`config.mk`:
```
export PLATFORM = sky130hd
export DESIGN_NAME = uart_imem_loader
export DESIGN_NICKNAME = d
export VERILOG_FILES = /design/src/rtl/uart_imem_loader.sv
export SDC_FILE = /design/constraint.sdc
export NUM_CORES = 1
export LEC_CHECK = 0
export CORE_MARGIN = 2
export CORE_UTILIZATION = 38
export CTS_CLUSTER_SIZE = 24
export DETAILED_ROUTE_END_ITERATION = 10
export PLACE_DENSITY_LB_ADDON = 0.2
export RECOVER_POWER = 100
export SYNTH_ARGS = -nofsm -noshare
export SYNTH_HDL_FRONTEND = slang
export SYNTH_SLANG_ARGS = --single-unit
```
`constraint.sdc`:
```
create_clock -name clk -period 6.1 [get_ports clk]
set_input_delay 1.83 -clock clk [delete_from_list [all_inputs] [get_ports clk]]
set_output_delay 1.83 -clock clk [all_outputs]
set_load 0.005 [all_outputs]
```
`src/rtl/uart_imem_loader.sv`:
```
// Loads instruction memory from the UART byte stream: 4 bytes (LSB first) form one word,
// written at consecutive addresses until the terminator word arrives or memory is full.
module uart_imem_loader #(
  parameter int          ADDR_W      = 8,
  parameter logic [31:0] END_WORD    = 32'hFFFFFFFF,
  parameter logic [19:0] TIMEOUT_CYC = 20'd1000000
) (
  input  logic              clk,
  input  logic              rst,
  input  logic              uart_rx_valid,
  input  logic [7:0]        uart_rx_data,
  input  logic              uart_rx_break,
  input  logic              load_en,
  output logic              mem_we,
  output logic [ADDR_W-1:0] mem_addr,
  output logic [31:0]       mem_wdata,
  output logic              write_done,
  output logic [ADDR_W:0]   word_count,
  output logic              err_timeout,
  output logic              err_overflow
);

  typedef enum logic [1:0] {
    S_COLLECT = 2'd0,
    S_WRITE   = 2'd1,
    S_DONE    = 2'd2
  } state_t;

  localparam logic [ADDR_W:0] MEM_WORDS = {1'b1, {ADDR_W{1'b0}}};
  localparam logic [ADDR_W:0] CNT_ONE   = {{ADDR_W{1'b0}}, 1'b1};

  state_t            state_r, state_nx_s;
  logic [1:0]        idx_r, idx_nx_s;
  logic [23:0]       shift_r, shift_nx_s;
  logic [19:0]       tmo_r, tmo_nx_s;
  logic              we_nx_s;
  logic [ADDR_W-1:0] addr_nx_s;
  logic [31:0]       wdata_nx_s;
  logic              done_nx_s;
  logic [ADDR_W:0]   cnt_nx_s;
  logic              etmo_nx_s;
  logic              eovf_nx_s;
  logic              accept_s;
  logic              tmo_hit_s;
  logic [31:0]       word_s;

  // Byte acceptance is also open during the WRITE cycle so a back-to-back byte 0 is kept
  assign accept_s  = uart_rx_valid && load_en && !uart_rx_break &&
                     ((state_r == S_COLLECT) || (state_r == S_WRITE));
  assign tmo_hit_s = (state_r == S_COLLECT) && (idx_r != 2'd0) &&
                     (tmo_r == (TIMEOUT_CYC - 20'd1));
  assign word_s    = {uart_rx_data, shift_r};

  // Next-state and next-output logic
  always_comb begin
    state_nx_s = state_r;
    idx_nx_s   = idx_r;
    shift_nx_s = shift_r;
    tmo_nx_s   = tmo_r;
    we_nx_s    = 1'b0;
    addr_nx_s  = mem_addr;
    wdata_nx_s = mem_wdata;
    done_nx_s  = write_done;
    cnt_nx_s   = word_count;
    etmo_nx_s  = err_timeout;
    eovf_nx_s  = err_overflow;

    case (state_r)
      S_COLLECT, S_WRITE: begin
        if (state_r == S_WRITE) begin
          state_nx_s = S_COLLECT;
          if (word_count != MEM_WORDS) begin
            cnt_nx_s = word_count + CNT_ONE;
          end else begin
            cnt_nx_s = word_count;
          end
        end else begin
          state_nx_s = S_COLLECT;
        end

        if (!load_en || ((state_r == S_COLLECT) && uart_rx_break)) begin
          idx_nx_s = 2'd0;
          tmo_nx_s = 20'd0;
        end else if (accept_s) begin
          tmo_nx_s = 20'd0;
          idx_nx_s = idx_r + 2'd1;
          case (idx_r)
            2'd0: shift_nx_s[7:0]   = uart_rx_data;
            2'd1: shift_nx_s[15:8]  = uart_rx_data;
            2'd2: shift_nx_s[23:16] = uart_rx_data;
            2'd3: begin
              // Terminator wins over overflow; a full memory drops the word
              if (word_s == END_WORD) begin
                state_nx_s = S_DONE;
                done_nx_s  = 1'b1;
              end else if (word_count == MEM_WORDS) begin
                state_nx_s = S_DONE;
                done_nx_s  = 1'b1;
                eovf_nx_s  = 1'b1;
              end else begin
                state_nx_s = S_WRITE;
                we_nx_s    = 1'b1;
                addr_nx_s  = word_count[ADDR_W-1:0];
                wdata_nx_s = word_s;
              end
            end
            default: idx_nx_s = 2'd0;
          endcase
        end else if (tmo_hit_s) begin
          idx_nx_s  = 2'd0;
          tmo_nx_s  = 20'd0;
          etmo_nx_s = 1'b1;
        end else if ((state_r == S_COLLECT) && (idx_r != 2'd0)) begin
          tmo_nx_s = tmo_r + 20'd1;
        end else begin
          tmo_nx_s = 20'd0;
        end
      end
      S_DONE: begin
        state_nx_s = S_DONE;
      end
      default: begin
        state_nx_s = S_COLLECT;
        idx_nx_s   = 2'd0;
        tmo_nx_s   = 20'd0;
      end
    endcase
  end

  // State and registered outputs
  always_ff @(posedge clk or posedge rst) begin
    if (rst) begin
      state_r      <= S_COLLECT;
      idx_r        <= 2'd0;
      shift_r      <= 24'd0;
      tmo_r        <= 20'd0;
      mem_we       <= 1'b0;
      mem_addr     <= {ADDR_W{1'b0}};
      mem_wdata    <= 32'd0;
      write_done   <= 1'b0;
      word_count   <= {(ADDR_W+1){1'b0}};
      err_timeout  <= 1'b0;
      err_overflow <= 1'b0;
    end else begin
      state_r      <= state_nx_s;
      idx_r        <= idx_nx_s;
      shift_r      <= shift_nx_s;
      tmo_r        <= tmo_nx_s;
      mem_we       <= we_nx_s;
      mem_addr     <= addr_nx_s;
      mem_wdata    <= wdata_nx_s;
      write_done   <= done_nx_s;
      word_count   <= cnt_nx_s;
      err_timeout  <= etmo_nx_s;
      err_overflow <= eovf_nx_s;
    end
  end

endmodule

```
* After elaboration in Yosys (flattened, before gate mapping)
Index checks and enable logic that the tools add are counted.
** Word-level totals
- Input port bits :: 13
- Register bits :: 101
** Cells by class
- Eq/ne operators :: 10
- Add/subtract/negate cells :: 3
- Bitwise operators :: 5
- Reduce and logical (&&, ||, !) cells :: 24
- Multiplexer cells :: 23
** Operators by type and width (number)
- $mux W20 :: 4
- $pmux W20 S2 :: 1
- $eq A32 B32 Y1 const B :: 1
- $add A20 B1 Y20 const B :: 1
- $eq A20 B20 Y1 const B :: 1
- $mux W2 :: 8
- $reduce_and A4 Y1 :: 4
- $reduce_and A6 Y1 :: 2
- $add A9 B1 Y9 const B :: 1
- $eq A9 B9 Y1 const B :: 1
- $ne A9 B9 Y1 const B :: 1
- $mux W1 :: 8
- $pmux W2 S2 :: 2
- $eq A2 B2 Y1 const B :: 3
- $logic_and A1 B1 Y1 :: 6
- $not A1 Y1 :: 5
- $reduce_and A5 Y1 :: 1
- $eq A2 B1 Y1 const B :: 2
- $logic_not A2 Y1 :: 2
- $ne A4 B4 Y1 const B :: 1
- $reduce_bool A2 Y1 :: 2
- $reduce_and A3 Y1 :: 1
- $add A2 B1 Y2 const B :: 1
- $logic_not A1 Y1 :: 2
- other kinds (3) :: 4

* Logic depth before layout (Yosys ltp)
- Word-level depth :: 7
- Gate-level depth with buffers :: 9
- Depth with buffers taken out :: 7

* Worst setup path after synthesis
No wires, ideal clock.
- Path type :: input to register
- Start point :: input uart_rx_data[7]
- End point :: register mem_wdata[10]
- Stages on the path :: 6
- Slack :: 2.987 ns
- Data required time :: 5.975 ns
- Path buffers :: 1
- Arrival :: 2.988 ns
- Library setup time :: 0.125 ns
- Cell sequence :: nand4_1 nor4_1 nand2_1 nand4_1 buf_2 mux2_2
** Between the ends
- Word-level cells in the longest chain between the ends :: 3
** RTL lines
- start: declaration :: line 11 : input logic [7:0] uart_rx_data,
- $eq A32 B32 Y1 :: line 93 : if (word_s == END_WORD) begin
- $not A1 Y1 (no line)
- $reduce_and A6 Y1 (no line)
- end signal: assignment :: line 151 : mem_wdata <= wdata_nx_s;
- end: declaration :: line 16 : output logic [31:0] mem_wdata,
Every way passes these cells.
A chain may end at the register's enable or synchronous reset.

==> flow_metrics.py <==
metrics = {
    "run_status": {
        "status": "finished with violations",
        "violations": "max-capacitance violations, max-slew violations",
    },
    "routing": {
        "drc_errors": 0,
        "firstDrtPassIters": 4,
        "drtIter0Drc": 118,
        "wl_per_cell_microns": 16.4,
        "wl_microns": 9270,
        "viasPerCell": 5.33,
        "drtAntennaViolNets": 0,
        "num_vias": 3019,
    },
    "synthesis": {
        "synth_cells": 350,
        "synth_top_area_share_pct": 56.9,
        "synth-async-reset-ratio_pct": 100,
        "synth_area_leader_cell": "dfrtp_1",
        "ys_warn_count": 0,
        "seq_area_frac_synth_pct": 56.9,
        "syn_area_sq_mm": 0.00440,
        "synthTopCellsByArea": "dfrtp_1 (57%), mux2_2 (17%), nand4_1 (2.3%), nand2_1 (2.1%), ha_1 (2.0%)",
        "synth-edff-count": 0,
        "syn_area_per_cell_sq_um": 12.6,
        "synth_ff_type": "dfrtp_1",
        "ys_types": 48,
        "synth_nets": 370,
        "ys_ff_latch": 100,
    },
    "sta": {
        "min_period_ps": 4300,
        "finalHoldViolations": 0,
        "holdWs_ps": 460,
        "rsz0062_at_grt": "false",
        "setup_viol": 0,
        "worst_pin_slew_ps": 3080,
        "worst_clock_skew_ps": 9.24,
        "maxSlewHeadroom_pct": -106,
        "finalCritPeriodShare_pct": 70.4,
        "fmax_mhz": 233,
        "slew_violations": 72,
        "tns_ps": 0,
    },
    "grt": {
        "grt_max_degree": 72,
        "track_usage_pct": 15.8,
        "grt_pass1_wl_microns": 15600,
        "grt_pass1_vias": 3020,
        "overflow": 0,
        "antenna_found_initial": 0,
    },
    "worst_setup_path": {
        "cp.arrival_ps": 4780,
        "ff2ff_path_depth": 6,
        "startpoint_type": "input pin",
        "r2r-start": "tmo_r[0]",
        "reg2reg_to": "tmo_r[13]",
        "worst-path-max-fanout": 71,
        "timing.reg2reg.setup_slack_ps": 3420,
        "worst_setup_path_end_kind": "asynchronous set/reset pin",
        "worstSetupStartpoint": "rst",
        "critPathKind": "in -> async",
        "required_ps": 6580,
        "critPathCapture": "tmo_r[10]",
    },
    "flow_run": {
        "drv_cap": 1,
    },
    "pwr": {
        "power.density_mw_per_mm2": 242,
        "ir_drop_uv": 189,
        "leakagePower_nw": 2.63,
    },
    "cells_and_area": {
        "antenna_cells": 0,
        "layout_common_cells": "dfrtp_1 (100), mux2_2 (65), dlygate4sd3_1 (56)",
        "finalNetCount": 439,
        "stdcell_area_sq_mm": 0.00542,
        "mostFrequentLayoutCell": "dfrtp_1",
        "finalNonFillerCells": 566,
        "drive_gt1_share_pct": 20.6,
        "syn2layout_area_growth_pct": 23.3,
    },
    "cts": {
        "postCtsSetupRepairBufs": 0,
        "clock-root-buffer": "clkbuf_16",
        "clk_latency_ps": 350,
        "cts_made_buffers": 9,
        "clk_path_buf_depth": 2,
        "clock-sinks": 100,
        "cts_tree": "built",
        "cts_resized": 0,
        "ctsHoldBuffers": 0,
        "clkTransAtPathRegs_ps": 60,
        "h-tree-depth": 3,
    },
    "place": {
        "hpwl_microns": 6290,
        "place_area_sq_mm": 0.00519,
        "io_buffers": 65,
        "place_congestion": 0.796,
        "dp.cells": 551,
    },
    "floorplanning": {
        "chipHeight_microns": 112,
        "pin_count": 66,
        "core_area_sq_mm": 0.0114,
        "initial_core_util_pct": 38.7,
        "rows": 39,
        "die_w_microns": 112,
        "die_area_sq_mm": 0.0124,
    },
    "worst_hold_path": {
        "min_path_type": "reg -> reg",
    },
}
## sequential cells by signal, summed over array words and instances, names as in the netlist
| name | count |
|---|---|
| state_r | 2 |
| mem_wdata | 32 |
| tmo_r | 20 |
| word_count | 9 |
| mem_addr | 8 |
| write_done | 1 |
| err_timeout | 1 |
| shift_r | 24 |
| err_overflow | 1 |
| idx_r | 2 |
## metal layers
metal	GRT usage, %	routed length (microns)	vias to the layer above
met1	21.6	4400	1548
li1	-	-	1414
met3	5.93	409	7
met4	4.12	85	0
met2	24.1	4380	50
met5	0	0	-
## worst max-delay path: stages
cell and delay [ps]:
dlygate4sd3_1 550, clkinvlp_2 1730, buf_4 610
## cell type report
| cell class | instances | area (sq um) |
|---|---|---|
| Clock inverter | 5 | 36.3 |
| Tap cell | 143 | 179 |
| Timing Repair Buffer | 68 | 666 |
| Fill cell | 1056 | 5950 |
| Multi-Input combinational cell | 228 | 1760 |
| Clock buffer | 10 | 229 |
| Sequential cell | 100 | 2500 |
| Inverter | 12 | 46.3 |
## Yosys cell counts (6+ instances only)
library cell	count
a21oi_1	6
a31oi_1	8
dfrtp_1	100
ha_1	7
inv_1	12
mux2_2	65
nand2_1	25
nand3_1	15
nand4_1	16
nor2_1	12
o21ai_0	9
xnor2_1	7
## per-stage QoR
step	util, %	setup WS, ps	power, mW
global placement	45.6	2220	0.795
CTS	48.0	2540	1.33
finish	47.7	1800	1.31
global route	47.7	1320	1.37
detailed placement	45.6	2180	0.797
floorplan	-	1650	0.762
## worst min-delay path by stage
stage	startpoint	end	slack, ps	cells past startpoint
after floorplan	err_overflow	err_overflow	450	1
after global placement	err_timeout	err_timeout	450	2
after detailed placement	err_timeout	err_timeout	460	2
after CTS	err_timeout	err_timeout	480	2
after global routing	write_done	write_done	500	1
final	err_timeout	err_timeout	460	2
## power by group
part / switching [mW] / total [mW] / leakage, nW / internal, mW
registers: 0.0239 / 0.716 / 1.36 / 0.692
logic: 0.0314 / 0.0651 / 1.13 / 0.0338
clock network: 0.252 / 0.530 / 0.134 / 0.278
## logic make-up (layout without fill, tap and decap cells)
family / Yosys count / count (layout) / share of synthesized area, %
compound gates: 40 / 40 / 6.06
xor+xnor: 11 / 11 / 2.19
fa+ha+maj: 7 / 7 / 1.99
buf+inv: 22 / 95 / 2.48
flops: 100 / 100 / 56.9
mux: 67 / 67 / 17.1
simple gates: 103 / 103 / 13.2
Power figures use the tool's default switching activity.
